File: config.mk
export PLATFORM = sky130hd
export DESIGN_NAME = mem_port_arbiter
export DESIGN_NICKNAME = d
export VERILOG_FILES = /design/src/rtl/mem_port_arbiter.sv
export SDC_FILE = /design/constraint.sdc
export NUM_CORES = 1
export LEC_CHECK = 0
export ABC_AREA = 1
export BUFFER_PORTS_ARGS = -buffer_cell sky130_fd_sc_hd__buf_2
export CAP_MARGIN = 5
export CORE_AREA = 2 2 102 104
export DETAILED_ROUTE_END_ITERATION = 10
export DIE_AREA = 0 0 104 106
export SLEW_MARGIN = 10
export SYNTH_ARGS = -nofsm -noshare
export SYNTH_HDL_FRONTEND = slang
export SYNTH_SLANG_ARGS = --single-unit
File: constraint.sdc
create_clock -name clk -period 1.7 [get_ports clk]
set_input_delay 0.34 -clock clk [delete_from_list [all_inputs] [get_ports clk]]
set_output_delay 0.34 -clock clk [all_outputs]
set_load 0.05 [all_outputs]
File: src/rtl/mem_port_arbiter.sv
// Arbitrates one single-ported delay-1 RAM between the
// instruction-fetch port and the data port (data favoured).
module mem_port_arbiter #(
    parameter int ADDR_W       = 32,
    parameter int DATA_W       = 32,
    parameter int MAX_D_STREAK = 4
) (
    input  logic              clk,
    input  logic              reset,
    input  logic [ADDR_W-1:0] i_address,
    input  logic              i_read,
    output logic              i_waitrequest,
    output logic [DATA_W-1:0] i_readdata,
    input  logic [ADDR_W-1:0] d_address,
    input  logic              d_read,
    input  logic              d_write,
    input  logic [DATA_W-1:0] d_writedata,
    output logic              d_waitrequest,
    output logic [DATA_W-1:0] d_readdata,
    output logic [ADDR_W-1:0] ram_address,
    output logic              ram_read,
    output logic              ram_write,
    output logic [DATA_W-1:0] ram_writedata,
    input  logic [DATA_W-1:0] ram_readdata
);

    typedef enum logic [1:0] {
        IDLE = 2'd0,
        RD_D = 2'd1,
        RD_I = 2'd2
    } state_t;

    localparam logic [3:0] STREAK_MAX = 4'(MAX_D_STREAK);

    state_t     state;
    logic [3:0] d_streak;
    logic       d_req;
    logic       i_win;
    logic       d_win;

    // a simultaneous read+write is handled as a write
    assign d_req = d_read | d_write;
    assign i_win = i_read & (~d_req | (d_streak == STREAK_MAX));
    assign d_win = ~i_win & d_req;

    assign i_readdata = ram_readdata;
    assign d_readdata = ram_readdata;

    // RAM drive and completion handshakes for the current state
    always_comb begin
        i_waitrequest = 1'b1;
        d_waitrequest = 1'b1;
        ram_read      = 1'b0;
        ram_write     = 1'b0;
        ram_address   = '0;
        ram_writedata = '0;
        if (!reset) begin
            unique case (state)
                IDLE: begin
                    if (i_win) begin
                        ram_read    = 1'b1;
                        ram_address = i_address;
                    end else if (d_win) begin
                        ram_address = d_address;
                        if (d_write) begin
                            ram_write     = 1'b1;
                            ram_writedata = d_writedata;
                            d_waitrequest = 1'b0;
                        end else begin
                            ram_read = 1'b1;
                        end
                    end
                end
                RD_D:    d_waitrequest = 1'b0;
                RD_I:    i_waitrequest = 1'b0;
                default: ;
            endcase
        end
    end

    // state sequencing and fetch starvation guard
    always_ff @(posedge clk or posedge reset) begin
        if (reset) begin
            state    <= IDLE;
            d_streak <= '0;
        end else begin
            unique case (state)
                IDLE: begin
                    if (i_win) begin
                        state <= RD_I;
                    end else if (d_win && !d_write) begin
                        state <= RD_D;
                    end
                end
                RD_D:    state <= IDLE;
                RD_I:    state <= IDLE;
                default: state <= IDLE;
            endcase

            if (!i_read) begin
                d_streak <= '0;
            end else if (state == IDLE) begin
                if (i_win) begin
                    d_streak <= '0;
                end else if (d_win && d_streak != STREAK_MAX) begin
                    d_streak <= d_streak + 4'd1;
                end
            end
        end
    end

endmodule

==> impl_metrics.toml, run 1 <==
[run_status]
status = "finished, violations left"
failed_checks = "setup timing"

[sta]
tns_ps = -21090
clock.fmax_ghz = 0.486
fin_crit_sh_pct = 121
finalHoldViolCount = 0
finalCriticalPeriod_ps = 2060
rsz0062_at_grt = "yes"
slew_headroom_pct = 67.0
skew_ps = 1.53
worst_pin_slew_ps = 495
setup_violations = 67
setup_slack_ps = -359
slew_viol_final = 0

[synth]
netlist.area_leader.share_pct = 29.1
syn_nets = 430
synth_top_area_cell = "buf_4"
synthTopCellsByArea = "buf_4, nand3_1, inv_1"
avgSynthCellArea_um2 = 5.67
yosysWarnings = 0
syn_area_mm2 = 0.00167
synth_seq_cells = 6
synth_common_cells = "nand3_1, buf_4, inv_1"
synth_fa_ha_area_share_pct = 1.49
synth_xor_area_share_pct = 1.05
synth_cell_type_count = 18
ys_seq_area_share_pct = 8.97
synth-compound-area-share_pct = 11.1
synth_most_common_cell = "nand3_1"
synth_edf_count = 0
synth_mux_area_share_pct = 0
syn_inst = 295
synth_top_family_by_area = "buffers and inverters"
async_reset_ff_share_pct = 100
synth_simple_gate_area_share_pct = 32.4
ys.flop_type = "dfrtp_1"

[detailed_routing]
viasPerCell = 4.22
routed_wirelength_mm = 7.70
drt-pass1-iter-count = 4
num_vias = 2323
drcViolationCount = 0
routedWlPerCell_um = 14.0
ant_nets = 0
drt_iter0_drc = 95

[pwr]
seqPwrFrac_pct = 9.5
p_leak_nw = 1.76
vdd_drop_max_mv = 0.226
p_int_mw = 0.825
power.total_mw = 1.67
p_sw_mw = 0.849
clkPwrFrac_pct = 12.6
switching_share_pct = 50.7
p_per_area_mw_per_mm2 = 430
power_frac_comb_pct = 77.9

[critical_path]
cp.required_ps = 1360
crit_fanout = 16
critical_path_depth = 8
cp_cell_sequence = "inv_1, ha_2, nand3_2, nand2_4, clkbuf_16, nand3_1, a21oi_4, buf_6"
r2r_end = "d_streak[0]"
rr_startpoint = "d_streak[0]"
cp-startpoint = "d_streak[0]"
path_class = "reg -> out"
rr_worst_depth = 10
critPathSlowestCell = "dfrtp_1"
cp_top_family = "buffers and inverters"
rrSetupSlack_ps = 90
max_stage_delay_ps = 370
cp-start-kind = "register"
endpoint = "ram_address[24]"
path_buf_inv = 3
crit_path_end_kind = "primary output"
crit_arrival_ps = 1720

[global_routing]
grt_use_total_pct = 12.7
antenna_found_initial = 0
grt_pass1_vias = 2326
gr-total-overflow = 0
grt_start_max_net_pins = 33
grt_pass1_wl_mm = 11.4

[cts]
cts_tree = "yes"
cts_sinks = 6
hold_buffers = 0
root_buffer = "clkbuf_8"
clkSlewWorstSetupHoldPaths_ps = 40
cts_max_level = 1
cts_buffers = 3
cts_buffer_depth = 2
insertion_delay_ps = 220

[floorplanning]
fp.dieH_um = 106
die_w_um = 104
core_mm2 = 0.0100
die_area_mm2 = 0.0110
start_util_pct = 16.7
num_rows = 37
io_pins = 265

[finish]
nets = 551
n_antenna_cell = 0
final_cells = 550
drive_gt1_share_pct = 74.9
syn2layout_area_growth_pct = 132
final_util_pct = 38.9

[run]
max_cap_violations = 0

[place]
port_buffers = 168
post-place-ws_ps = -293
dp_hpwl_mm = 5.43
place_inst = 541
gp_congestion = 0.750

[hold_path]
hp-class = "in -> async"
[worst min path at each step]
stage	to	start	cells past startpoint	slack, ps
final	state[0]	reset	4	260
after global routing	d_streak[2]	reset	4	290
after CTS	state[0]	reset	4	260
after detailed placement	state[0]	reset	4	480
after global placement	state[0]	reset	4	470
after floorplan	d_streak[0]	reset	1	140
[logic make-up after synthesis]
group | Yosys count
adders and majority gates | 2
and+or+nand+nor | 119
AOI/OAI and AO/OA | 37
buffers and inverters | 129
DFF | 6
xor gates and xnor gates | 2
[per-stage QoR]
stage                     instance area (um^2)  hold slack (ps)
final                                     3890              265
after global routing                      3890              293
after CTS                                 3730              263
after detailed placement                  3100              478
after global placement                    3100              468
after floorplan                           2350              139
[routing by layer]
metal  GRT usage [%]  wire length [um]  vias up
met3            4.23               806       20
li1                -                 -     1109
met5               0                 0        -
met2            23.2              3900      155
met4            4.25               192        0
met1            13.8              2800     1039
[placed cells by master (no fill, tap or decap), drive strengths merged]
cell      netlist  routed
buf            75     199
nand3          70      70
inv            45      43
nor2           38      38
a21oi          32      32
nand2          11      11
dfrtp           6       6
o21ai           5       5
clkbuf          9       4
clkinvlp        0       2
ha              2       2
xor2            1       1
xnor2           1       1
[worst min-delay path, delay by kind of cell]
kind | cells | cell delay (ps)
buf+inv | 4 | 460
[registers in the layout, summed over array words and instances (netlist names)]
register and flops:
d_streak 4, state 2
[power by group through the flow]
| stage | Sequential [mW] | Combinational, mW | Clock, mW |
|---|---|---|---|
| detailed placement | 0.161 | 1.08 | 0 |
| global placement | 0.160 | 1.07 | 0 |
| CTS | 0.159 | 1.26 | 0.216 |
| floorplan | 0.163 | 1.14 | 0 |
| global route | 0.160 | 1.37 | 0.230 |
| finish | 0.159 | 1.30 | 0.210 |
[final cells by class]
type                       instances  area, um^2
fill                             997        6110
timing repair buffer             200        1740
multi-input combinational        160        1610
inverter                          45         176
tap                              136         170
sequential                         6         150
clock buffer                       3        41.3
[what timing repair did]
| item | in CTS | in global routing |
|---|---|---|
| gates resized for setup | 153 | 28 |
| pin swaps | 6 | 8 |
| gates cloned | 2 | 1 |
| setup buffers | 2 | 1 |
| endpoints found under the setup margin | 67 | 71 |
(Power assumes the default switching activity.)
==> run 2, diff against run 1 <==
- CAP_MARGIN: 5 -> 20
- PLACE_DENSITY: default -> 0.61
==> run 2 against run 1 <==
The flow still finishes with violations (setup timing). Critical endpoint is now ram_writedata[29]. Global-route usage rose by 0.50 points. Worst setup slack worse by 10 ps. Total power is 3.0% lower. Final cell count is 0.55% lower. Combinational power decreased by 5%. Clock skew about the same. Core utilization is 2.1 points lower. Cell area decreased by 5.4%. Largest power group unchanged. Routed wire length grew 0.39%. Maximum frequency down 0.49%. Critical path type unchanged. Via count shrank 0.77%.
==> impl_metrics.toml, run 2 (synthesized netlist as in run 1, its figures left out) <==
[cts]
cts_buffers = 3
cts_sinks = 6
cts_buffer_depth = 2
cts_tree = "yes"
hold_buffers = 0
root_buffer = "clkbuf_8"
clkSlewWorstSetupHoldPaths_ps = 40
cts_max_level = 1
insertion_delay_ps = 230
post-cts-setup-buffers = 0

[floorplanning]
num_rows = 37
start_util_pct = 16.7
io_pins = 265
core_mm2 = 0.0100
die_w_um = 104
die_area_mm2 = 0.0110
fp.dieH_um = 106

[critical_path]
rr_worst_depth = 8
crit_fanout = 10
path_class = "reg -> out"
cp.required_ps = 1360
rrSetupSlack_ps = 400
cp-start-kind = "register"
crit_path_end_kind = "primary output"
rr_startpoint = "d_streak[0]"
r2r_end = "state[0]"
crit_arrival_ps = 1730

[pwr]
vdd_drop_max_mv = 0.211
p_leak_nw = 1.68
p_per_area_mw_per_mm2 = 441

[sta]
finalCriticalPeriod_ps = 2070
worst_pin_slew_ps = 315
rsz0062_at_grt = "yes"
setup_slack_ps = -369
slew_viol_final = 0
clock.fmax_ghz = 0.483
setup_violations = 67
finalHoldViolCount = 0
holdWs_ps = 260
slew_headroom_pct = 79.0
skew_ps = 1.57
fin_crit_sh_pct = 122

[finish]
drive_gt1_share_pct = 70.3
syn2layout_area_growth_pct = 120
n_antenna_cell = 0
top_register = "d_streak"
layout_common_cells = "buf_2, buf_6, nand3_1"
nets = 548
final_common_cell = "buf_2"
final_cell_area_mm2 = 0.00368
fillers = 1012
largest_reg_flops = 4
reg_top3 = "d_streak: 4 flops, state: 2 flops"

[place]
port_buffers = 168
gp_congestion = 0.762
dp_hpwl_mm = 5.91
postPlaceCellArea_mm2 = 0.00307
post-place-ws_ps = -287

[detailed_routing]
drt-pass1-iter-count = 4
drcViolationCount = 0
ant_nets = 0
drt_iter0_drc = 93
num_vias = 2305
routedWlPerCell_um = 14.1
routed_wirelength_mm = 7.73
viasPerCell = 4.21

[global_routing]
grt_use_total_pct = 13.2
use_met1_pct = 13.7
grtUsageMet3_pct = 3.19
grt_use_met2_pct = 25.6
grt_pass1_vias = 2380
busiest_layer = "met2"
grt_start_max_net_pins = 27
gr-total-overflow = 0
antenna_found_initial = 1
grt_pass1_wl_mm = 11.8

[run]
max_cap_violations = 0

[hold_path]
hp-class = "in -> async"

[run_status]
failed_checks = "setup timing"
status = "finished, violations left"
-- run 2: cell count changes in the layout (fill, tap and decap cells not counted), moves of 2 or more --
cell and delta:
nand2_4 -2, nand3_4 -3, nand3_1 +17, buf_12 -4, nand3_2 -14, buf_16 -2
-- run 2: final cells by class --
class                           instances  area [um^2]  area share [%]
Clock buffer                            3         41.3            1.12
Sequential cell                         6          150            4.08
Inverter                               45          178            4.83
Timing Repair Buffer                  197         1650            44.9
Tap cell                              136          170            4.62
Multi-Input combinational cell        160         1490            40.5
-- run 2: layer usage --
layer  vias to the layer above  share of wire, %
li1                       1096                 -
met5                         -              0.17
met1                      1042                36
met3                        23               8.5
met4                         2               2.1
met2                       142                53
-- run 2: metrics by stage --
stage                     utilization, %  total power [mW]  cells  setup TNS, ps
final                               36.8              1.62    547         -22310
after CTS                           35.8              1.60    545         -21150
after global placement              30.7              1.22    542         -13770
after detailed placement            30.7              1.23    542         -16170
after global routing                36.8              1.71    547         -27630
after floorplan                        -              1.30    295         -11380
-- run 2: how the worst max path moves through the flow --
stage / slack [ps] / depth (start not counted) / from / endpoint
CTS: -370 / 8 / d_streak[0] / ram_address[18]
finish: -370 / 9 / d_streak[0] / ram_writedata[29]
detailed placement: -290 / 7 / state[1] / ram_address[27]
global route: -460 / 9 / d_streak[0] / ram_writedata[29]
floorplan: -200 / 7 / d_streak[0] / ram_address[10]
global placement: -240 / 9 / d_streak[0] / ram_writedata[3]
-- run 2: what timing repair did --
| action | 4_1_cts | 5_1_grt |
|---|---|---|
| hold endpoints to repair | 0 | 0 |
| cloned | 0 | 2 |
| setup endpoints to repair | 67 | 67 |
| gates resized for setup | 142 | 13 |
| pin swaps | 2 | 2 |
-- run 2: where the power goes --
part / leakage (nW) / internal (mW) / switching (mW)
Combinational: 1.58 / 0.482 / 0.762
Clock: 0.0216 / 0.153 / 0.0675
Sequential: 0.0810 / 0.154 / 0.00608
-- run 2: critical path, cell delays in order (launching register included) --
cell and delay (ps):
dfrtp_1 340, inv_1 50, ha_2 180, nand3_2 70
nand2_4 80, nand2_8 110, nand3_4 160, buf_12 210
nor2_4 130, buf_12 150
==> run 3, diff against run 2 <==
- CORE_AREA: 2 2 102 104 -> 2 2 104 106
- CTS_CLUSTER_SIZE: default -> 25
- DIE_AREA: 0 0 104 106 -> 0 0 106 108
- PLACE_DENSITY: 0.61 -> 0.58
- clock period: 1.7 -> 2.5 ns (I/O delays scaled with it)
==> run 3 against run 2 <==
The run now ends clean. Via count is 4.7% lower. Non-clock buffer count down 21. Sequential share of layout area grew 2.2 points. Die area rose by 3.8%. Combinational power fell by 54%. Cell area shrank 35%. Clock skew is essentially flat. Global-route usage shrank 2.9 points. First-iteration DRC count increased by 41%. Worst setup slack better by 480 ps. Total power fell by 49%. Register-to-register slack better by 550 ps.
==> impl_metrics.toml, run 3 (synthesized netlist as in run 1, its figures left out) <==
[run_status]
status = "completed"

[detailed_routing]
drcViolationCount = 0
num_vias = 2196
drt_iter0_drc = 131
viasPerCell = 4.17
ant_nets = 0
routedWlPerCell_um = 13.1
drt-pass1-iter-count = 6
routed_wirelength_mm = 6.87

[critical_path]
cp.required_ps = 2000
rr_startpoint = "d_streak[0]"
cp-start-kind = "register"
path_class = "reg -> out"
rr_worst_depth = 8
r2r_end = "d_streak[3]"
crit_arrival_ps = 1890
rrSetupSlack_ps = 950
crit_path_end_kind = "primary output"
cp-startpoint = "d_streak[0]"
crit_fanout = 33

[cts]
cts_buffers = 3
insertion_delay_ps = 230
cts_sinks = 6
cts_buffer_depth = 2
root_buffer = "clkbuf_8"
cts_max_level = 1
clkSlewWorstSetupHoldPaths_ps = 40
cts_tree = "yes"

[floorplanning]
die_w_um = 106
fp.dieH_um = 108
io_pins = 265
die_area_mm2 = 0.0114
num_rows = 37
start_util_pct = 16.4
core_mm2 = 0.0102

[finish]
n_antenna_cell = 0
drive_gt1_share_pct = 47.7
largest_reg_flops = 4
nets = 527
syn2layout_area_growth_pct = 43.3
final_common_cell = "buf_2"
reg_top3 = "d_streak: 4 flops, state: 2 flops"
final_cells = 526
top_register = "d_streak"
fillers = 1165
layout_common_cells = "buf_2, nand3_1, inv_1"

[pwr]
power_frac_comb_pct = 68.5
p_per_area_mw_per_mm2 = 347
p_leak_nw = 1.44
p_int_mw = 0.389
clkPwrFrac_pct = 18.1
switching_share_pct = 53.3
p_sw_mw = 0.444
seqPwrFrac_pct = 13.4
vdd_drop_max_mv = 0.119
power.total_mw = 0.833

[place]
dp_hpwl_mm = 5.45
port_buffers = 168
post-place-ws_ps = 307
place_inst = 522
gp_congestion = 0.764

[sta]
slew_viol_final = 0
fin_crit_sh_pct = 95.7
worst_pin_slew_ps = 358
tns_ps = 0
finalCriticalPeriod_ps = 2390
setup_violations = 0
skew_ps = 1.51
setup_slack_ps = 108
finalHoldViolCount = 0
slew_headroom_pct = 76.2
rsz0062_at_grt = "yes"
clock.fmax_ghz = 0.418

[global_routing]
grt_use_total_pct = 10.3
grt_pass1_wl_mm = 9.38
gr-total-overflow = 0
grt_pass1_vias = 2011
grt_start_max_net_pins = 38
antenna_found_initial = 0

[hold_path]
hp-class = "in -> async"

[run]
max_cap_violations = 0
[run 3: routing by layer]
layer,track usage [%],vias up,part of all wire (%)
met5,0,-,0
met3,2.71,25,9.6
li1,-,1059,-
met4,4.79,0,2.6
met1,11.5,955,40
met2,18.2,157,48
[run 3: critical path, cell delays in order, from the launching register on]
cell and delay [ps]:
dfrtp_1 390, inv_1 60, ha_1 190, nand3_1 90, nand2_2 90, nand2_4 110, nand3_1 80, buf_4 240
nor2_1 170, buf_4 220
[run 3: repair_timing]
item                       4_1_cts  5_1_grt
resized for setup                0       54
buffers inserted                 0        0
setup endpoints to repair        0       64
hold buffers                     0        0
[run 3: metrics by stage]
step / util, % / hold WS, ps / area, um^2
6_report: 23.4 / 237 / 2400
5_1_grt: 23.4 / 248 / 2400
4_1_cts: 22.3 / 236 / 2280
3_5_place_dp: 21.9 / 478 / 2240
3_3_place_gp: 21.9 / 459 / 2240
2_1_floorplan: - / 299 / 1670
[run 3: power by group through the flow]
stage               logic (mW)  registers (mW)  clock network, mW
floorplan                0.637           0.111                  0
global placement         0.541           0.112                  0
detailed placement       0.548           0.113                  0
CTS                      0.550           0.111              0.154
global route             0.608           0.112              0.161
finish                   0.571           0.111              0.151
[run 3: layout make-up]
class	instances	area (um^2)	share of cell area, %
Clock buffer	3	41.3	1.72
Inverter	45	169	7.04
Multi-Input combinational cell	160	782	32.6
Sequential cell	6	150	6.26
Tap cell	136	170	7.09
Timing Repair Buffer	176	1090	45.3
[run 3: worst max-delay path by stage]
stage | slack (ps) | to
2_1_floorplan | 40 | ram_address[24]
6_report | 110 | ram_writedata[15]
3_5_place_dp | 310 | ram_writedata[22]
4_1_cts | 60 | ram_writedata[22]
5_1_grt | -30 | ram_address[14]
3_3_place_gp | 350 | ram_address[16]
